## src/rtl/mult5_acc_if.sv

```systemverilog
// Product-in / frame-result-out bundle for mult5_acc.
// slave: the accumulator side; master: the upstream/downstream driver side.
interface mult5_acc_if #(
  parameter int ACC_W = 12
);
  logic             clr;
  logic             in_valid;
  logic             in_ready;
  logic [9:0]       prod;
  logic             out_valid;
  logic             out_ready;
  logic [ACC_W-1:0] out_data;
  logic             out_ovf;

  modport slave (
    input  clr, in_valid, prod, out_ready,
    output in_ready, out_valid, out_data, out_ovf
  );

  modport master (
    output clr, in_valid, prod, out_ready,
    input  in_ready, out_valid, out_data, out_ovf
  );
endinterface

```

## src/rtl/mult5_acc.sv

```systemverilog
// mult5_acc: sums COUNT unsigned 10-bit products from mult_5 into an
// ACC_W-bit frame result offered on a valid/ready output with an overflow flag.
// Optional feature: define MULT5_ACC_SAT_EN to saturate at 2^ACC_W-1 instead
// of wrapping modulo 2^ACC_W.
//
// state | meaning
// ------+----------------------------------------------------------
// ACC   | accepting beats (in_ready=1), summing the current frame
// HOLD  | frame result offered (out_valid=1), waiting for out_ready
module mult5_acc #(
  parameter int ACC_W = 12,
  parameter int COUNT = 8
) (
  input logic        clk,
  input logic        rst,
  mult5_acc_if.slave bus
);

  localparam int CNT_W = (COUNT > 1) ? $clog2(COUNT) : 1;
  localparam logic [CNT_W-1:0] LAST = CNT_W'(COUNT - 1);

  typedef enum logic {ACC, HOLD} state_t;

  state_t           state;
  logic [ACC_W-1:0] acc;
  logic [CNT_W-1:0] cnt;
  logic             ovf;
  logic             in_ready;
  logic             out_valid;
  logic [ACC_W-1:0] out_data;
  logic             out_ovf;

  logic [ACC_W:0]   sum;
  logic             carry;
  logic [ACC_W-1:0] next_acc;

  // One extra bit captures the carry out of the accumulator MSB.
  always_comb begin
    sum   = {1'b0, acc} + {{(ACC_W - 9){1'b0}}, bus.prod};
    carry = sum[ACC_W];
`ifdef MULT5_ACC_SAT_EN
    // Once saturated, acc is all ones, so any further add carries again and
    // the value stays pinned for the rest of the frame.
    next_acc = carry ? {ACC_W{1'b1}} : sum[ACC_W-1:0];
`else
    next_acc = sum[ACC_W-1:0];
`endif
  end

  // Frame FSM with registered handshake outputs and result capture.
  always_ff @(posedge clk or posedge rst) begin
    if (rst) begin
      state     <= ACC;
      acc       <= '0;
      cnt       <= '0;
      ovf       <= 1'b0;
      in_ready  <= 1'b1;
      out_valid <= 1'b0;
      out_data  <= '0;
      out_ovf   <= 1'b0;
    end else begin
      case (state)
        ACC: begin
          if (bus.clr) begin
            // A beat arriving with clr is consumed and discarded.
            acc <= '0;
            cnt <= '0;
            ovf <= 1'b0;
          end else if (bus.in_valid) begin
            if (cnt == LAST) begin
              out_data  <= next_acc;
              out_ovf   <= ovf | carry;
              acc       <= '0;
              cnt       <= '0;
              ovf       <= 1'b0;
              state     <= HOLD;
              in_ready  <= 1'b0;
              out_valid <= 1'b1;
            end else begin
              acc <= next_acc;
              cnt <= cnt + CNT_W'(1);
              ovf <= ovf | carry;
            end
          end
        end
        HOLD: begin
          // clr is ignored here so a completed result is never lost.
          if (bus.out_ready) begin
            state     <= ACC;
            in_ready  <= 1'b1;
            out_valid <= 1'b0;
          end
        end
        default: begin
          state     <= ACC;
          in_ready  <= 1'b1;
          out_valid <= 1'b0;
        end
      endcase
    end
  end

  assign bus.in_ready  = in_ready;
  assign bus.out_valid = out_valid;
  assign bus.out_data  = out_data;
  assign bus.out_ovf   = out_ovf;

endmodule

```

## src/flat_wrapper.sv

```systemverilog
// flat-port wrapper written by rule: the top's interface ports become plain ports
module mult5_acc_flat 
#(
  parameter int ACC_W = 12,
  parameter int COUNT = 8
)
  (clk, rst, bus_clr, bus_in_valid, bus_prod, bus_out_ready, bus_in_ready, bus_out_valid, bus_out_data, bus_out_ovf);
  mult5_acc_if #(.ACC_W(ACC_W)) bus_i ();
  input logic clk;
  input logic rst;
  input wire logic [$bits(bus_i.clr)-1:0] bus_clr;
  input wire logic [$bits(bus_i.in_valid)-1:0] bus_in_valid;
  input wire logic [$bits(bus_i.prod)-1:0] bus_prod;
  input wire logic [$bits(bus_i.out_ready)-1:0] bus_out_ready;
  output wire logic [$bits(bus_i.in_ready)-1:0] bus_in_ready;
  output wire logic [$bits(bus_i.out_valid)-1:0] bus_out_valid;
  output wire logic [$bits(bus_i.out_data)-1:0] bus_out_data;
  output wire logic [$bits(bus_i.out_ovf)-1:0] bus_out_ovf;
  assign bus_i.clr = bus_clr;
  assign bus_i.in_valid = bus_in_valid;
  assign bus_i.prod = bus_prod;
  assign bus_i.out_ready = bus_out_ready;
  assign bus_in_ready = bus_i.in_ready;
  assign bus_out_valid = bus_i.out_valid;
  assign bus_out_data = bus_i.out_data;
  assign bus_out_ovf = bus_i.out_ovf;
  mult5_acc #(.ACC_W(ACC_W), .COUNT(COUNT)) u_core (.clk(clk), .rst(rst), .bus(bus_i));
endmodule
```

## config.mk

```make
export PLATFORM = sky130hd
export DESIGN_NAME = mult5_acc_flat
export DESIGN_NICKNAME = d
export VERILOG_FILES = /design/src/rtl/mult5_acc_if.sv /design/src/rtl/mult5_acc.sv /design/src/flat_wrapper.sv
export SDC_FILE = /design/constraint.sdc
export NUM_CORES = 1
export LEC_CHECK = 0
export BUFFER_PORTS_ARGS = -buffer_cell sky130_fd_sc_hd__clkbuf_2
export CAP_MARGIN = 20
export CORE_MARGIN = 8
export CORE_UTILIZATION = 41
export CTS_BUF_LIST = sky130_fd_sc_hd__clkbuf_8 sky130_fd_sc_hd__clkbuf_16
export DETAILED_ROUTE_END_ITERATION = 16
export PLACE_DENSITY_LB_ADDON = 0.1
export SYNTH_ARGS = -nofsm -noshare
export SYNTH_HDL_FRONTEND = slang
export SYNTH_SLANG_ARGS = --single-unit
```

## constraint.sdc

```tcl
create_clock -name clk -period 2.1 [get_ports clk]
set_input_delay 0.105 -clock clk [delete_from_list [all_inputs] [get_ports clk]]
set_output_delay 0.105 -clock clk [all_outputs]
set_load 0.05 [all_outputs]
```

==> results of run 1 <==
[layout by cell type (no fill, tap or decap), types with 2 or more instances in the layout]
master	count
nor2b_1	4
clkinv_2	2
ha_1	10
inv_1	4
nand3_1	2
dfrtp_1	31
o21ai_1	2
a21o_1	2
xor2_1	5
buf_4	4
nand2_1	29
and2_1	2
nor2_1	5
mux2_2	5
ha_2	2
xnor2_1	4
o21ai_0	18
a31oi_1	2
clkbuf_2	29
a21oi_1	9
a22o_1	6
o21ai_2	2
o21a_1	3
clkbuf_8	6
[state kept, by name, indices dropped and copies added, names as in the netlist]
signal / count
u_core.acc: 12
u_core.bus.out_data: 12
u_core.cnt: 3
u_core.bus.in_ready: 1
u_core.bus.out_ovf: 1
u_core.bus.out_valid: 1
u_core.ovf: 1
u_core.state: 1
[power groups by stage]
stage / sequential (uW) / clock [uW] / combinational (uW)
4_1_cts: 684 / 502 / 379
3_3_place_gp: 693 / 0 / 368
6_report: 685 / 485 / 383
2_1_floorplan: 715 / 0 / 265
3_5_place_dp: 695 / 0 / 375
5_1_grt: 689 / 527 / 424
[layer usage]
layer / vias up / track usage, %
li1: 656 / -
met1: 622 / 14.4
met2: 25 / 20.7
met3: 6 / 4.24
met4: 0 / 4.36
met5: - / 0
[final cells by class]
type	instances	area [sq um]	share of cell area [%]
multi-input combinational	124	876	43.0
sequential	32	802	39.4
timing repair buffer	34	185	9.09
clock buffer	6	82.6	4.05
tap	50	62.6	3.07
inverter	5	18.8	0.921
clock inverter	2	10.0	0.491
[critical path, delay by kind of cell (launching register included)]
family	cells	cell delay (ns)
flops	1	0.35
simple gates	1	0.13
compound gates	5	0.76
fa+ha+maj	2	0.59
buf+inv	1	0.04
[path summary, 6_finish.rpt]
kind | slack (ns) | endpoint | startpoint | depth (start not counted)
setup / recovery | 0.12 | u_core.acc[10] | u_core.acc[0] | 9
hold / removal | 0.03 | u_core.state | bus_out_ready | 2
setup reg to reg | 0.12 | u_core.acc[10] | u_core.acc[0] | 9
hold reg to reg | 0.47 | u_core.bus.in_ready | u_core.bus.in_ready | 2
max in group asynchronous | 1.34 | u_core.bus.in_ready | rst | 4
min in group asynchronous | 0.44 | u_core.bus.out_valid | rst | 4
[per-stage QoR]
stage	std cells	hold WS, ns	util [%]	total power (uW)	setup WS, ns
2_1_floorplan	165	0.201	-	980	0.125
3_3_place_gp	243	0.192	47.9	1060	0.0582
3_5_place_dp	243	0.205	47.9	1070	0.0313
4_1_cts	252	0.0234	50.5	1570	0.0193
5_1_grt	253	0.0526	50.9	1640	0.00470
6_report	253	0.0265	50.9	1550	0.122
[cell families (layout without fill, tap and decap cells)]
group | Yosys count | count (layout) | share of synthesized area (%)
flops | 32 | 32 | 47.2
fa+ha+maj | 13 | 13 | 10.0
mux | 5 | 5 | 3.31
xor+xnor | 9 | 9 | 4.64
buf+inv | 9 | 47 | 1.99
compound gates | 49 | 49 | 19.6
simple gates | 48 | 48 | 13.3
[what timing repair did]
action                                  CTS  global route
gates resized for setup                   0             5
endpoints found under the setup margin    0            10
buffers inserted                          0             1
hold buffers                              1             0
endpoints found under the hold margin    31             0
==> key figures, run 1 <==
Logic synthesis
  • Syn Std Cell Area: between 0.0015 and 0.002 sq mm
  • Prevailing post-synth register cell: dfrtp_1
  • Synth top area cells: dfrtp_1 (46%), ha_1 (8.8%), nand2_1 (6.4%)
  • Synth cell types: 33
  • Async S/R FF share, synth: 100%
  • Top cells by count, synth: dfrtp_1 (31), nand2_1 (29), o21ai_0 (18)
  • Most common cell in the netlist: dfrtp_1
  • Area leader, netlist: dfrtp_1
  • Syn Nets: 193
  • Sequential area share after synthesis: a little under half
  • Syn Area/Cell: 10.3 sq um
  • Synth Instances: about 170
  • YS warnings: 0
  • Post-synth EDFFs: 0
  • Synth Register Bits: 32
  • Synth top area share: ~46%

STA
  • Max-slew violation count: 0
  • Clock Skew: 0.00805 ns
  • Rel. slew slack: 67.9%
  • TNS Setup: 0 ns
  • Final setup viols: 0
  • Fin. Hold Viols: 0
  • Period utilisation layout: between 90% and 100%
  • Minimum clock period: about 2.0 ns
  • Max Clk Rate: 506 MHz
  • RSZ-0062 raised after global routing: false
  • Least-Margin Pin Slew: 0.480 ns

Critical path
  • Crit-path slowest cell: fa_2
  • Max stage delay on crit path: 0.40 ns
  • Worst Setup Path Type: flip-flop to flip-flop
  • CP Max Fanout: 4
  • Critical path data required time: 2.27 ns
  • Startpoint types: flip-flop
  • Crit-path cells: ha_2, inv_2, fa_2, nor2b_4, o31a_4, o32ai_4, o21ai_2, o21bai_1, a22o_1
  • CP Capture Type: flip-flop
  • Worst path arrival time: around 2.2 ns

Routing
  • DRT met1 WL: about 1.7 mm
  • DR WL met3: 170 um
  • Routed WL: 3.73 mm
  • Detail Route Antenna Nets: 0
  • Drt via density: 5.17
  • DRC errors left: 0
  • Via count: ~1,300
  • Initial drt markers: 46
  • DR WL/cell: 14.8 um
  • TritonRoute pass-1 iters: 4
  • Top Metal Used: met4
  • Met2 Wirelength: roughly 1.8 mm

Power and ir drop
  • Sw Pwr: roughly 470 uW
  • Pwr/cell area: 762 mW/mm^2
  • Net Sw Frac: 30.4%
  • Combinational power share: about a quarter
  • VDD IR max: roughly 0.00043 V
  • Cell Int Power: 1080 uW
  • Clock power frac: 31.3%
  • Lkg Pwr: 0.00102 uW
  • Sequential Power Share: 44.1%

Global route
  • Global Route Usage Sum: 12.4%
  • First-pass GRT wire length: 6.24 mm
  • Global route overflow: 0
  • Vias in the first global route: 1,355
  • Pin count of the biggest net entering global routing: 33
  • Initial antenna violation count: 0

Place
  • Final Wtd Congestion: ~0.85
  • Port bufs: 29
  • HPWL after DPL: 2.81 mm
  • Dpl cell area: around 0.0019 sq mm

Hold path
  • Worst hold-check path type: input pin to flip-flop

Floorplan
  • Core box area: 0.00400 sq mm
  • Die area: 0.00646 sq mm
  • Die height: 80.4 um
  • I/O pin count: 30
  • Die width: 80.4 um
  • Initial Util: 42.5%
  • Rows: 23

Layout
  • Layout fillers: 385
  • Design area: 0.00204 sq mm
  • P&R area growth vs syn: 19.8%
  • Final nets: 230
  • Antenna Cells: 0
  • Share of cells above drive strength 1: 27.6%

Clock network
  • Num CTS Buffers: 5
  • Worst-Skew Late Latency: 0.28 ns
  • Root Driver: clkbuf_8
  • Total clock sinks: 32
  • TritonCTS clock tree: yes
  • Clock-pin slew on the worst setup and hold paths: 0.07 ns
  • H-tree depth: 2
  • Clock Tree Buf Depth: 2

Flow run
  • Max cap viols: 0

Outcome
  • Outcome: finished, final reports clean
No activity file was read; power rests on OpenSTA's default activity.
==> run 2: changes to the inputs <==
- CORE_MARGIN: 8 -> default
- CORE_UTILIZATION: 41 -> 25
==> key figures, run 2 (same netlist as run 1, synthesis figures left out) <==
Routing
  • TritonRoute pass-1 iters: 10
  • Detail Route Antenna Nets: 0
  • Drt via density: around 4.7
  • DRC errors left: 6
  • DR WL/cell: between 10 and 15 um
  • Routed WL: about 3.8 mm
  • Via count: 1,337
  • Initial drt markers: 62

Floorplan
  • Die width: 84.5 um
  • I/O pin count: 30
  • Core box area: around 0.0065 sq mm
  • Rows: 29
  • Die area: 0.00714 sq mm
  • Die height: 84.5 um
  • Initial Util: between 20% and 30%

Hold path
  • Worst hold-check path type: input pin to flip-flop
  • Hold path endpoint: u_core.cnt[2]
  • Worst Hold Path Cells: 2
  • Worst hold start: bus_clr

Clock network
  • Num CTS Buffers: 5
  • Worst-Skew Late Latency: between 0.2 and 0.3 ns
  • H-tree depth: 2
  • Clock Tree Buf Depth: 2
  • Clock-pin slew on the worst setup and hold paths: 0.07 ns
  • TritonCTS clock tree: yes
  • Total clock sinks: 32
  • Root Driver: clkbuf_8

Layout
  • Final nets: about 230
  • Most frequent cells in the layout: dfrtp_1 (31), nand2_1 (29), clkbuf_2 (29)
  • Final std cells w/o fill: 282
  • Commonest non-fill, non-tap cell in the layout: dfrtp_1
  • P&R area growth vs syn: 22.7%
  • Antenna Cells: 0
  • Layout fillers: roughly 680
  • Leading registers by flop count: u_core.acc x12, u_core.bus.out_data x12, u_core.cnt x3
  • Share of cells above drive strength 1: about a quarter
  • Design area: 0.00209 sq mm

Place
  • Port bufs: 29
  • HPWL after DPL: 2.74 mm
  • Dpl cell area: 0.00195 sq mm
  • Final Wtd Congestion: 0.698
  • DP Cell Count: 270

Outcome
  • Outcome: complete, but fails checks
  • Failing checks: DRC

Global route
  • Vias in the first global route: between 1,000 and 1,500
  • Global Route Usage Sum: between 10% and 20%
  • Initial antenna violation count: 0
  • First-pass GRT wire length: 6.52 mm
  • Pin count of the biggest net entering global routing: 33
  • Global route overflow: 0

Critical path
  • Worst path arrival time: 2.18 ns
  • CP Capture Type: flip-flop
  • Worst R2R Setup Slack: 0.09 ns
  • R2r startpoint: u_core.acc[0]
  • Worst Setup Path Type: flip-flop to flip-flop
  • Startpoint types: flip-flop
  • CP Max Fanout: 4
  • Crit-path cells: ha_2, inv_2, fa_2, nor2b_4, o31a_4, o32ai_4, o21ai_2, o21bai_1, a22o_1
  • Worst Path Buf+Inv: 1
  • Critical path data required time: 2.27 ns
  • Largest delay share family, worst path: compound AO/OA/AOI/OAI gates
  • Worst R2R End: u_core.acc[10]
  • Crit-path slowest cell: fa_2
  • Reg2reg path depth: 9
  • Max stage delay on crit path: 0.41 ns

Power and ir drop
  • Lkg Pwr: between 0.001 and 0.0015 uW
  • VDD IR max: 0.000179 V
  • Pwr/cell area: 746 mW/mm^2

STA
  • Fin. Hold Viols: 0
  • Period utilisation layout: 95.7%
  • RSZ-0062 raised after global routing: true
  • TNS Setup: 0 ns
  • Rel. slew slack: 67.5%
  • Least-Margin Pin Slew: 0.486 ns
  • Final setup viols: 0
  • Max-slew violation count: 0
  • Clock Skew: 0.00505 ns
  • Minimum clock period: around 2.0 ns
  • Max Clk Rate: about 500 MHz

Flow run
  • Max cap viols: 0
run 2: cell types whose count changed in the layout (fill, tap and decap cells not counted), sizes merged:
cell	delta
dlygate4sd3	+1
clkinv	-2
inv	+2
buf	+1
run 2: layout make-up:
cell class	count	area (sq um)	share of cell area, %
inverter	5	18.8	0.899
clock inverter	2	7.51	0.360
clock buffer	6	82.6	3.96
timing repair buffer	36	203	9.71
multi-input combinational	124	877	42.0
sequential	32	802	38.4
tap	77	96.3	4.62
run 2: what timing repair did:
| action | in CTS | in global routing |
|---|---|---|
| setup buffers | 0 | 2 |
| endpoints found under the setup margin | 2 | 8 |
| cloned | 0 | 0 |
| resized for setup | 1 | 3 |
| pin swaps | 1 | 6 |
| hold buffers | 2 | 0 |
| endpoints found under the hold margin | 32 | 0 |
run 2: stage by stage:
step | util [%] | hold WS [ns] | setup WS [ns] | total power, uW
after floorplan | - | 0.201 | 0.125 | 980
after global placement | 30.2 | 0.204 | 0.0401 | 1070
after detailed placement | 30.2 | 0.214 | -0.0183 | 1070
after CTS | 31.9 | 0.0591 | 0.00970 | 1580
after global routing | 32.3 | 0.0477 | -0.00850 | 1660
final | 32.3 | 0.0687 | 0.0912 | 1560
run 2: worst max path at each step:
stage | depth (start not counted) | start | to
2_1_floorplan | 9 | u_core.acc[0] | u_core.bus.out_ovf
3_3_place_gp | 9 | u_core.acc[0] | u_core.bus.out_ovf
3_5_place_dp | 9 | u_core.acc[0] | u_core.bus.out_ovf
4_1_cts | 9 | u_core.acc[0] | u_core.bus.out_ovf
5_1_grt | 9 | u_core.acc[0] | u_core.acc[10]
6_report | 9 | u_core.acc[0] | u_core.acc[10]
run 2: power breakdown:
part           switching (uW)  internal, uW
Sequential               24.6           659
Clock                     226           257
Combinational             223           166
Total                     474          1080
run 2: metal layers:
metal  vias up  part of all wire [%]  track usage (%)
met5         -                     0                0
met4         0                  0.97             4.16
met3         4                   4.2             3.93
met2        27                    46             18.6
met1       648                    49             15.1
li1        658                     -                -
==> run 3: changes to the inputs <==
==> constraint.sdc (replaced) <==
create_clock -name clk -period 2.1 [get_ports clk]
set_input_delay 0.42 -clock clk [delete_from_list [all_inputs] [get_ports clk]]
set_output_delay 0.42 -clock clk [all_outputs]
set_load 0.05 [all_outputs]
==> key figures, run 3 (same netlist as run 1, synthesis figures left out) <==
Power and ir drop
  • Sw Pwr: slightly below 500 uW
  • Pwr/cell area: roughly 750 mW/mm^2
  • Clock power frac: 30.3%
  • Sequential Power Share: 42.8%
  • VDD IR max: between 0.0002 and 0.00025 V
  • Combinational power share: 26.9%
  • Lkg Pwr: 0.00108 uW
  • Net Sw Frac: between 30% and 40%
  • Cell Int Power: 1110 uW

Critical path
  • Worst Setup Path Type: flip-flop to flip-flop
  • Crit-path cells: ha_2, inv_2, fa_2, nor2b_4, o31a_4, o32ai_4, o21ai_4, a31oi_1, nor2_1
  • Worst path arrival time: 2.16 ns
  • Largest delay share family, worst path: compound AO/OA/AOI/OAI gates
  • Startpoint types: flip-flop
  • CP Capture Type: flip-flop
  • CP Max Fanout: 4
  • Crit-path slowest cell: dfrtp_1
  • Max stage delay on crit path: between 0.3 and 0.4 ns
  • Worst Path Buf+Inv: 1
  • Critical path data required time: 2.26 ns

Floorplan
  • Die area: 0.00714 sq mm
  • Rows: 29
  • Die height: roughly 84 um
  • Die width: 84.5 um
  • Initial Util: approximately a quarter
  • Core box area: 0.00646 sq mm
  • I/O pin count: 30

Clock network
  • Worst-Skew Late Latency: ~0.28 ns
  • Clock Tree Buf Depth: 2
  • Total clock sinks: 32
  • H-tree depth: 2
  • Num CTS Buffers: 5
  • TritonCTS clock tree: yes
  • Root Driver: clkbuf_8
  • Clock-pin slew on the worst setup and hold paths: 0.07 ns

STA
  • Fin. Hold Viols: 0
  • Max Clk Rate: between 500 and 600 MHz
  • Final worst setup slack: 0.105 ns
  • Clock Skew: 0.00505 ns
  • Rel. slew slack: 71.4%
  • Least-Margin Pin Slew: 0.429 ns
  • Final setup viols: 0
  • Period utilisation layout: approximately 95%
  • TNS Setup: 0 ns
  • Max-slew violation count: 0
  • RSZ-0062 raised after global routing: true
  • Minimum clock period: about 2 ns

Routing
  • DR WL/cell: 13.4 um
  • Routed WL: 3.86 mm
  • DRC errors left: 6
  • Via count: 1,357
  • TritonRoute pass-1 iters: 10
  • Drt via density: approximately 4.7
  • Detail Route Antenna Nets: 0
  • Initial drt markers: 49

Layout
  • Leading registers by flop count: u_core.acc x12, u_core.bus.out_data x12, u_core.cnt x3
  • Most frequent cells in the layout: dfrtp_1 (31), nand2_1 (29), clkbuf_2 (29)
  • Fin util: 33.3%
  • Final nets: 238
  • Final std cells w/o fill: roughly 290
  • Antenna Cells: 0
  • P&R area growth vs syn: 26.4%
  • Design area: 0.00215 sq mm
  • Share of cells above drive strength 1: 30.3%
  • Commonest non-fill, non-tap cell in the layout: dfrtp_1

Outcome
  • Failing checks: DRC
  • Outcome: complete, but fails checks

Global route
  • Global route overflow: 0
  • First-pass GRT wire length: 6.57 mm
  • Initial antenna violation count: 0
  • Pin count of the biggest net entering global routing: 33
  • Vias in the first global route: 1,376
  • Global Route Usage Sum: 11.9%

Place
  • Port bufs: 29
  • DP Cell Count: 277
  • Dpl cell area: 0.00200 sq mm
  • Post-Place Setup Slack: -0.148 ns
  • Final Wtd Congestion: ~0.77
  • HPWL after DPL: 2.75 mm

Flow run
  • Max cap viols: 0

Hold path
  • Worst hold-check path type: input pin to asynchronous set/reset pin
[run 3: through the flow]
step / hold slack (ns) / total power [uW]
4_1_cts: 0.223 / 1600
3_3_place_gp: 0.446 / 1090
2_1_floorplan: 0.454 / 980
6_report: 0.208 / 1600
3_5_place_dp: 0.453 / 1100
5_1_grt: 0.256 / 1710
[run 3: cell type report]
type | instances | area [sq um]
Clock buffer | 6 | 82.6
Clock inverter | 2 | 7.51
Fill cell | 696 | 4310
Inverter | 5 | 18.8
Multi-Input combinational cell | 124 | 896
Sequential cell | 32 | 802
Tap cell | 77 | 96.3
Timing Repair Buffer | 42 | 246
[run 3: worst reg2reg max path, stage by stage, from the launching register on]
cell and delay (ns):
dfrtp_1 0.38, ha_2 0.20, inv_2 0.06, fa_2 0.23
nor2b_4 0.05, o31a_4 0.28, o32ai_4 0.29, o21ai_4 0.11
a31oi_1 0.19, nor2_1 0.08
[run 3: final timing paths]
check,to,slack [ns],start,cells past startpoint
min reg2reg,u_core.bus.in_ready,0.46,u_core.bus.in_ready,2
max in group asynchronous,u_core.bus.in_ready,1.56,rst,3
min in group clk,u_core.state,0.33,bus_out_ready,2
min,u_core.bus.out_data[1],0.21,rst,3
max,u_core.ovf,0.10,u_core.acc[0],9
max reg2reg,u_core.ovf,0.10,u_core.acc[0],9
[run 3: power by group through the flow]
| stage | clock, uW | sequential [uW] | combinational [uW] |
|---|---|---|---|
| after global placement | 0 | 695 | 399 |
| final | 485 | 686 | 432 |
| after detailed placement | 0 | 696 | 404 |
| after CTS | 508 | 685 | 412 |
| after floorplan | 0 | 715 | 265 |
| after global routing | 538 | 691 | 480 |
[run 3: timing repair]
item / in CTS / in global routing
hold endpoints to repair: 0 / 0
endpoints found under the setup margin: 2 / 8
resized for setup: 2 / 10
pin swaps: 0 / 9
hold buffers: 0 / 0
buffers inserted: 0 / 3
[run 3: layer usage]
metal / share of wire [%] / GRT usage, %
met3: 4.5 / 3.74
met1: 47 / 15.2
met4: 1.3 / 4.62
met5: 0 / 0
met2: 47 / 18.8
